File: src/rtl/ahb_bus_arbiter_if.sv
// ahb_bus_arbiter_if: per-master request/AHB bundle on one side, the shared AHB master port on the other.
interface ahb_bus_arbiter_if #(
    parameter int NUM_MASTERS = 3,
    parameter int ADDR_W      = 64,
    parameter int DATA_W      = 64
) ();
    localparam int OWNER_W = $clog2(NUM_MASTERS);
    logic [NUM_MASTERS-1:0]        m_bus_req;
    logic [NUM_MASTERS-1:0]        m_bus_ack;
    logic [NUM_MASTERS*ADDR_W-1:0] m_haddr;
    logic [NUM_MASTERS-1:0]        m_hwrite;
    logic [NUM_MASTERS*4-1:0]      m_hsize;
    logic [NUM_MASTERS*3-1:0]      m_hburst;
    logic [NUM_MASTERS*4-1:0]      m_hprot;
    logic [NUM_MASTERS*2-1:0]      m_htrans;
    logic [NUM_MASTERS-1:0]        m_hmastlock;
    logic [NUM_MASTERS*DATA_W-1:0] m_hwdata;
    logic                          m_hready;
    logic                          m_hresp;
    logic                          m_hreset_n;
    logic [DATA_W-1:0]             m_hrdata;
    logic [ADDR_W-1:0]             haddr;
    logic                          hwrite;
    logic [3:0]                    hsize;
    logic [2:0]                    hburst;
    logic [3:0]                    hprot;
    logic [1:0]                    htrans;
    logic                          hmastlock;
    logic [DATA_W-1:0]             hwdata;
    logic                          hready;
    logic                          hresp;
    logic                          hreset_n;
    logic [DATA_W-1:0]             hrdata;
    logic [OWNER_W-1:0]            owner_id;
    logic                          bus_busy;

    // The arbiter sits on the slave side of the masters' requests
    modport slave (
        input  m_bus_req, m_haddr, m_hwrite, m_hsize, m_hburst, m_hprot, m_htrans, m_hmastlock, m_hwdata,
        input  hready, hresp, hreset_n, hrdata,
        output m_bus_ack, m_hready, m_hresp, m_hreset_n, m_hrdata,
        output haddr, hwrite, hsize, hburst, hprot, htrans, hmastlock, hwdata, owner_id, bus_busy
    );

    modport master (
        output m_bus_req, m_haddr, m_hwrite, m_hsize, m_hburst, m_hprot, m_htrans, m_hmastlock, m_hwdata,
        output hready, hresp, hreset_n, hrdata,
        input  m_bus_ack, m_hready, m_hresp, m_hreset_n, m_hrdata,
        input  haddr, hwrite, hsize, hburst, hprot, htrans, hmastlock, hwdata, owner_id, bus_busy
    );
endinterface

File: src/rtl/ahb_bus_arbiter.sv
// ahb_bus_arbiter: round-robin N-master AHB arbiter muxing address phase by owner and data phase by dph_owner.
module ahb_bus_arbiter #(
    parameter int NUM_MASTERS = 3,
    parameter int ADDR_W      = 64,
    parameter int DATA_W      = 64
) (
    input logic              clk,
    input logic              rst_n,
    ahb_bus_arbiter_if.slave bus
);
    localparam int OWNER_W = $clog2(NUM_MASTERS);

    typedef enum logic [1:0] {IDLE, OWN, DRAIN} state_t;

    state_t             r_state, w_next_state;
    logic [OWNER_W-1:0] r_owner, r_last, r_dph_owner;
    logic [OWNER_W-1:0] w_next_owner, w_next_last, w_winner;
    logic               r_dph_active, w_own, w_any;
    int                 w_best;

    logic [ADDR_W-1:0] w_addr  [NUM_MASTERS];
    logic [DATA_W-1:0] w_wdata [NUM_MASTERS];
    logic [3:0]        w_size  [NUM_MASTERS];
    logic [2:0]        w_burst [NUM_MASTERS];
    logic [3:0]        w_prot  [NUM_MASTERS];
    logic [1:0]        w_trans [NUM_MASTERS];

    for (genvar g = 0; g < NUM_MASTERS; g++) begin : g_split
        assign w_addr[g]  = bus.m_haddr[g*ADDR_W +: ADDR_W];
        assign w_wdata[g] = bus.m_hwdata[g*DATA_W +: DATA_W];
        assign w_size[g]  = bus.m_hsize[g*4 +: 4];
        assign w_burst[g] = bus.m_hburst[g*3 +: 3];
        assign w_prot[g]  = bus.m_hprot[g*4 +: 4];
        assign w_trans[g] = bus.m_htrans[g*2 +: 2];
    end

    // Rotation distance from last_owner+1; the nearest requester wins, so indices >= NUM_MASTERS never appear
    always_comb begin
        w_best   = NUM_MASTERS;
        w_winner = '0;
        for (int i = 0; i < NUM_MASTERS; i++) begin
            if (bus.m_bus_req[i] && (i + NUM_MASTERS - 1 - int'(r_last)) % NUM_MASTERS < w_best) begin
                w_best   = (i + NUM_MASTERS - 1 - int'(r_last)) % NUM_MASTERS;
                w_winner = OWNER_W'(i);
            end
        end
    end

    assign w_any = |bus.m_bus_req;
    assign w_own = r_state == OWN;

    always_comb begin
        w_next_state = r_state;
        w_next_owner = r_owner;
        w_next_last  = r_last;
        case (r_state)
            IDLE: begin
                w_next_state = w_any ? OWN : IDLE;
                w_next_owner = w_any ? w_winner : r_owner;
            end
            OWN: begin
                if (!bus.m_bus_req[r_owner] && !bus.m_hmastlock[r_owner]) begin
                    w_next_state = DRAIN;
                    w_next_last  = r_owner;
                end
            end
            DRAIN: begin
                if (bus.hready) begin
                    w_next_state = w_any ? OWN : IDLE;
                    w_next_owner = w_any ? w_winner : r_owner;
                end
            end
            default: w_next_state = IDLE;
        endcase
    end

    always_ff @(posedge clk) begin
        if (!rst_n) begin
            r_state      <= IDLE;
            r_owner      <= '0;
            r_last       <= OWNER_W'(NUM_MASTERS - 1);
            r_dph_active <= 1'b0;
            r_dph_owner  <= '0;
        end else begin
            r_state <= w_next_state;
            r_owner <= w_next_owner;
            r_last  <= w_next_last;
            if (bus.hready) begin
                r_dph_active <= w_own && bus.htrans[1];
                r_dph_owner  <= r_owner;
            end
        end
    end

    assign bus.m_bus_ack  = w_own ? (NUM_MASTERS'(1) << r_owner) : '0;
    assign bus.haddr      = w_own ? w_addr[r_owner] : '0;
    assign bus.hwrite     = w_own & bus.m_hwrite[r_owner];
    assign bus.hsize      = w_own ? w_size[r_owner] : '0;
    assign bus.hburst     = w_own ? w_burst[r_owner] : '0;
    assign bus.hprot      = w_own ? w_prot[r_owner] : '0;
    assign bus.htrans     = w_own ? w_trans[r_owner] : 2'b00;
    assign bus.hmastlock  = w_own & bus.m_hmastlock[r_owner];
    assign bus.hwdata     = r_dph_active ? w_wdata[r_dph_owner] : '0;
    assign bus.m_hready   = bus.hready;
    assign bus.m_hresp    = bus.hresp;
    assign bus.m_hreset_n = bus.hreset_n;
    assign bus.m_hrdata   = bus.hrdata;
    assign bus.owner_id   = r_owner;
    assign bus.bus_busy   = r_state != IDLE;
endmodule

File: src/flat_wrapper.sv
// flat-port wrapper written by rule: the top's interface ports become plain ports
module ahb_bus_arbiter_flat 
#(
    parameter int NUM_MASTERS = 3,
    parameter int ADDR_W      = 64,
    parameter int DATA_W      = 64
)
  (clk, rst_n, bus_m_bus_req, bus_m_haddr, bus_m_hwrite, bus_m_hsize, bus_m_hburst, bus_m_hprot, bus_m_htrans, bus_m_hmastlock, bus_m_hwdata, bus_hready, bus_hresp, bus_hreset_n, bus_hrdata, bus_m_bus_ack, bus_m_hready, bus_m_hresp, bus_m_hreset_n, bus_m_hrdata, bus_haddr, bus_hwrite, bus_hsize, bus_hburst, bus_hprot, bus_htrans, bus_hmastlock, bus_hwdata, bus_owner_id, bus_bus_busy);
  ahb_bus_arbiter_if #(.NUM_MASTERS(NUM_MASTERS), .ADDR_W(ADDR_W), .DATA_W(DATA_W)) bus_i ();
  input logic clk;
  input logic rst_n;
  input wire logic [$bits(bus_i.m_bus_req)-1:0] bus_m_bus_req;
  input wire logic [$bits(bus_i.m_haddr)-1:0] bus_m_haddr;
  input wire logic [$bits(bus_i.m_hwrite)-1:0] bus_m_hwrite;
  input wire logic [$bits(bus_i.m_hsize)-1:0] bus_m_hsize;
  input wire logic [$bits(bus_i.m_hburst)-1:0] bus_m_hburst;
  input wire logic [$bits(bus_i.m_hprot)-1:0] bus_m_hprot;
  input wire logic [$bits(bus_i.m_htrans)-1:0] bus_m_htrans;
  input wire logic [$bits(bus_i.m_hmastlock)-1:0] bus_m_hmastlock;
  input wire logic [$bits(bus_i.m_hwdata)-1:0] bus_m_hwdata;
  input wire logic [$bits(bus_i.hready)-1:0] bus_hready;
  input wire logic [$bits(bus_i.hresp)-1:0] bus_hresp;
  input wire logic [$bits(bus_i.hreset_n)-1:0] bus_hreset_n;
  input wire logic [$bits(bus_i.hrdata)-1:0] bus_hrdata;
  output wire logic [$bits(bus_i.m_bus_ack)-1:0] bus_m_bus_ack;
  output wire logic [$bits(bus_i.m_hready)-1:0] bus_m_hready;
  output wire logic [$bits(bus_i.m_hresp)-1:0] bus_m_hresp;
  output wire logic [$bits(bus_i.m_hreset_n)-1:0] bus_m_hreset_n;
  output wire logic [$bits(bus_i.m_hrdata)-1:0] bus_m_hrdata;
  output wire logic [$bits(bus_i.haddr)-1:0] bus_haddr;
  output wire logic [$bits(bus_i.hwrite)-1:0] bus_hwrite;
  output wire logic [$bits(bus_i.hsize)-1:0] bus_hsize;
  output wire logic [$bits(bus_i.hburst)-1:0] bus_hburst;
  output wire logic [$bits(bus_i.hprot)-1:0] bus_hprot;
  output wire logic [$bits(bus_i.htrans)-1:0] bus_htrans;
  output wire logic [$bits(bus_i.hmastlock)-1:0] bus_hmastlock;
  output wire logic [$bits(bus_i.hwdata)-1:0] bus_hwdata;
  output wire logic [$bits(bus_i.owner_id)-1:0] bus_owner_id;
  output wire logic [$bits(bus_i.bus_busy)-1:0] bus_bus_busy;
  assign bus_i.m_bus_req = bus_m_bus_req;
  assign bus_i.m_haddr = bus_m_haddr;
  assign bus_i.m_hwrite = bus_m_hwrite;
  assign bus_i.m_hsize = bus_m_hsize;
  assign bus_i.m_hburst = bus_m_hburst;
  assign bus_i.m_hprot = bus_m_hprot;
  assign bus_i.m_htrans = bus_m_htrans;
  assign bus_i.m_hmastlock = bus_m_hmastlock;
  assign bus_i.m_hwdata = bus_m_hwdata;
  assign bus_i.hready = bus_hready;
  assign bus_i.hresp = bus_hresp;
  assign bus_i.hreset_n = bus_hreset_n;
  assign bus_i.hrdata = bus_hrdata;
  assign bus_m_bus_ack = bus_i.m_bus_ack;
  assign bus_m_hready = bus_i.m_hready;
  assign bus_m_hresp = bus_i.m_hresp;
  assign bus_m_hreset_n = bus_i.m_hreset_n;
  assign bus_m_hrdata = bus_i.m_hrdata;
  assign bus_haddr = bus_i.haddr;
  assign bus_hwrite = bus_i.hwrite;
  assign bus_hsize = bus_i.hsize;
  assign bus_hburst = bus_i.hburst;
  assign bus_hprot = bus_i.hprot;
  assign bus_htrans = bus_i.htrans;
  assign bus_hmastlock = bus_i.hmastlock;
  assign bus_hwdata = bus_i.hwdata;
  assign bus_owner_id = bus_i.owner_id;
  assign bus_bus_busy = bus_i.bus_busy;
  ahb_bus_arbiter #(.NUM_MASTERS(NUM_MASTERS), .ADDR_W(ADDR_W), .DATA_W(DATA_W)) u_core (.clk(clk), .rst_n(rst_n), .bus(bus_i));
endmodule
File: config.mk
export PLATFORM = sky130hd
export DESIGN_NAME = ahb_bus_arbiter_flat
export DESIGN_NICKNAME = d
export VERILOG_FILES = /design/src/rtl/ahb_bus_arbiter_if.sv /design/src/rtl/ahb_bus_arbiter.sv /design/src/flat_wrapper.sv
export SDC_FILE = /design/constraint.sdc
export NUM_CORES = 1
export LEC_CHECK = 0
export CORE_AREA = 3 3 275 277
export DETAILED_ROUTE_END_ITERATION = 7
export DIE_AREA = 0 0 278 280
export PLACE_DENSITY = 0.41
export SYNTH_ARGS = -nofsm -noshare
export SYNTH_HDL_FRONTEND = slang
export SYNTH_SLANG_ARGS = --single-unit
File: constraint.sdc
create_clock -name clk -period 13.62 [get_ports clk]
set_clock_uncertainty 0.05 [all_clocks]
set_input_delay 2.724 -clock clk [delete_from_list [all_inputs] [get_ports clk]]
set_output_delay 2.724 -clock clk [all_outputs]
set_load 0.02 [all_outputs]
==> out/summary.txt <==
outcome: completed
initial antenna violation count: 13
Tcrit/Tclk final: 0.5425
Mapped Cells: 981
hold_sp: u_core.r_state[0]
CP delay by family, top: compound AO/OA/AOI/OAI gates
Ports: 717
Reg power frac: 0.070
setup TNS: 0 ns
most instantiated cells after synthesis: nor2_1 (172), mux2i_1 (151), a21oi_1 (94)
worst r2r src: u_core.r_last[0]
cell taking the most area after synthesis: mux2i_1
Pwr Density: 55.53 nW/um2
1st-pass router iterations: 5
# resized after CTS: 0
Die Y: 280 um
Detailed Route Iter0 Violations: 309
Place WS: 6.070 ns
Net Sw Power: 0.0003327 W
part of the power in the clock network: 0.075
max-cap viol count: 0
number of nets with antenna violations after routing: 0
clock sink total: 9
RePlAce Congestion: 0.8138
post-synthesis register bit count: 9
first-pass GRT wire length: 61.89 mm
layout cells sized above 1: 0.03221
worst setup path category: reg2reg
largest vdd supply drop: 0.00003809 V
RSZ-0062 raised after global routing: false
Port Buf Inserts: 584
Post-route DRC: 0
crit path DAT: 7.46 ns
cell leakage power: 4.083 nW
Sw Share: 0.4773
Final setup viols: 0
Post-Route Utilization: 0.1718
Area Growth Syn to Fin: 102.9%
P_int: 0.0003643 W
Initial Util: 0.08464
largest cells by area after synthesis: mux2i_1 (24%), nor2_1 (10%), buf_4 (8.7%)
CP endpoint kind: flop
Storage cell area: 193.9 um2
hold buffers post-CTS: 0
Synth top area share: 0.2443
n_diodes: 0
Slew Viols, Final: 0
vias in the first global route: 8965
clock tree buffer depth: 2
Core Area: 73080 um2
Worst Slack Setup Final: 6.231 ns
GRT overflow: 0
Logic pwr share: 0.854
largest net degree at the start of global routing: 81
nets: 1948
number of buffers created by CTS: 3
delay of the slowest critical-path stage: 0.86 ns
crit path launch type: flop
Netlist cell types: 71
fill count: 8351
worst slew pin tran: 1.025 ns
top_reg_cell synth: dfxtp_1
Final Hold Viols: 0
Max Freq: 135.3 MHz
synth warn: 0
crit path time final: 7.389 ns
Hold Path Class: reg2reg
clk slew on worst S/H paths: 0.04 ns
crit path buf inv count: 2
H-Tree Level Count: 1
Crit Path Max Fanout: 27
Setup Fix Bufs, Post-CTS: 0
Worst slew margin: 0.3164
via/cell ratio: 3.665
Syn Area/Cell: 6.306 um2
DR WL/cell: 18.55 um
Die Wd: 278 um
CP max-delay cell: ha_1
CTS tree: done
Die Area: 77840 um2
Mapped Area: 6186 um2
sequential area share after synthesis: 0.02913
Crit. Startpoint: u_core.r_last[0]
number of synthesized flops with an enable pin: 0
ys async rst share: 0
num rows: 99
GRT Total Usage: 0.1053
hpwl dp: 37.18 mm
net count after synthesis: 1500
Root Buffer Master: clkbuf_16
Worst EP required: 13.69 ns
count leader, synth: nor2_1
Multi-input gate area: 5101 um2
Routed WL: 44.28 mm
Vias: 8749
Worst-Skew Late Latency: 0.24 ns
[cells by family after synthesis]
kind of cell / count (synthesis) / synth area share
simple gates: 398 / 0.3032
compound gates: 239 / 0.2356
buf+inv: 165 / 0.1499
mux: 151 / 0.2443
fa+ha+maj: 18 / 0.03641
flops: 9 / 0.02913
xor+xnor: 1 / 0.001416
[final cells by class]
type / instances / area share
Timing Repair Buffer: 595 / 0.4723
Multi-Input combinational cell: 807 / 0.4064
Tap cell: 959 / 0.09559
Sequential cell: 9 / 0.01545
Clock buffer: 3 / 0.005981
Inverter: 13 / 0.003888
Clock inverter: 1 / 0.0003987
[worst reg2reg max path, cell delays in order (launching register included)]
cell and delay, ns:
dfxtp_1 0.37, inv_1 0.19, ha_1 0.58, nand2_2 0.40, inv_2 0.22, ha_1 0.86
nand2_1 0.44, nor4_2 0.41, a41oi_1 0.11, o221ai_1 0.26, nor3_2 0.11, a2111oi_4 0.45
nor2_1 0.08, o32a_1 0.31, or3_1 0.38, a311o_1 0.31, a31o_1 0.26, a31o_1 0.23
ha_1 0.17, a21oi_1 0.13, nor2b_1 0.06, o21ai_0 0.17, nand2b_1 0.08, a21oi_1 0.18
o211a_1 0.19, o21ai_1 0.06, a31o_1 0.22
[path summary, 6_finish.rpt]
| check | endpoint | slack [ns] | cells past startpoint |
|---|---|---|---|
| setup reg to reg | u_core.bus.owner_id[0] | 6.23 | 26 |
| setup / recovery | u_core.bus.owner_id[0] | 6.23 | 26 |
| hold reg to reg | u_core.r_state[1] | 0.56 | 2 |
| hold / removal | u_core.r_state[1] | 0.56 | 2 |
[power by group through the flow]
stage	sequential, W	combinational [W]	clock (W)
2_1_floorplan	0.0000333	0.000334	0
3_3_place_gp	0.0000503	0.000608	0
3_5_place_dp	0.0000506	0.000606	0
4_1_cts	0.0000501	0.000612	0.0000543
5_1_grt	0.0000508	0.000650	0.0000561
6_report	0.0000490	0.000596	0.0000524
[registers in the layout, indices dropped and copies added (netlist names)]
name	flops
u_core.bus.owner_id	2
u_core.r_dph_active	1
u_core.r_dph_owner	2
u_core.r_last	2
u_core.r_state	2
[placed cells by master (no fill, tap or decap), types with 3 or more instances in the layout]
cell type	netlist	final
a211oi_1	3	3
a21o_1	3	3
a21oi_1	94	94
a31o_1	3	3
a31oi_1	6	6
and2_1	68	68
and3_1	5	5
buf_4	72	11
clkbuf_16	0	3
clkdlybuf4s50_1	0	584
dfxtp_1	9	4
dfxtp_4	0	3
ha_1	18	18
inv_1	11	11
mux2i_1	151	151
nand2_1	86	86
nand2b_1	4	3
nand3_1	8	8
nand3b_1	4	4
nor2_1	172	172
nor2b_1	14	12
nor3_1	11	11
nor3b_1	4	4
nor4_1	3	3
o211ai_1	3	3
o21a_1	3	3
o21ai_0	82	82
o21ai_1	4	4
o221ai_1	4	4
o31ai_1	4	4
or3_1	4	4
[layer usage]
layer  vias to the layer above  track usage  share of wire
li1                       4227            -              -
met1                      3975       0.1202           0.39
met2                       513       0.1929           0.50
met3                        28      0.04443           0.11
met4                         6     0.002031         0.0041
met5                         -            0        0.00099
[per-stage QoR]
stage	instances	total power (W)	hold WS, ns	cell area, um2
finish	2387	0.0006970	0.5576	12550
global route	2387	0.0007566	0.6060	12550
CTS	2387	0.0007162	0.5675	12550
detailed placement	2383	0.0006567	0.5550	12470
global placement	2383	0.0006587	0.5382	12470
floorplan	981	0.0003677	0.4849	6186
Power figures use the tool's default switching activity.
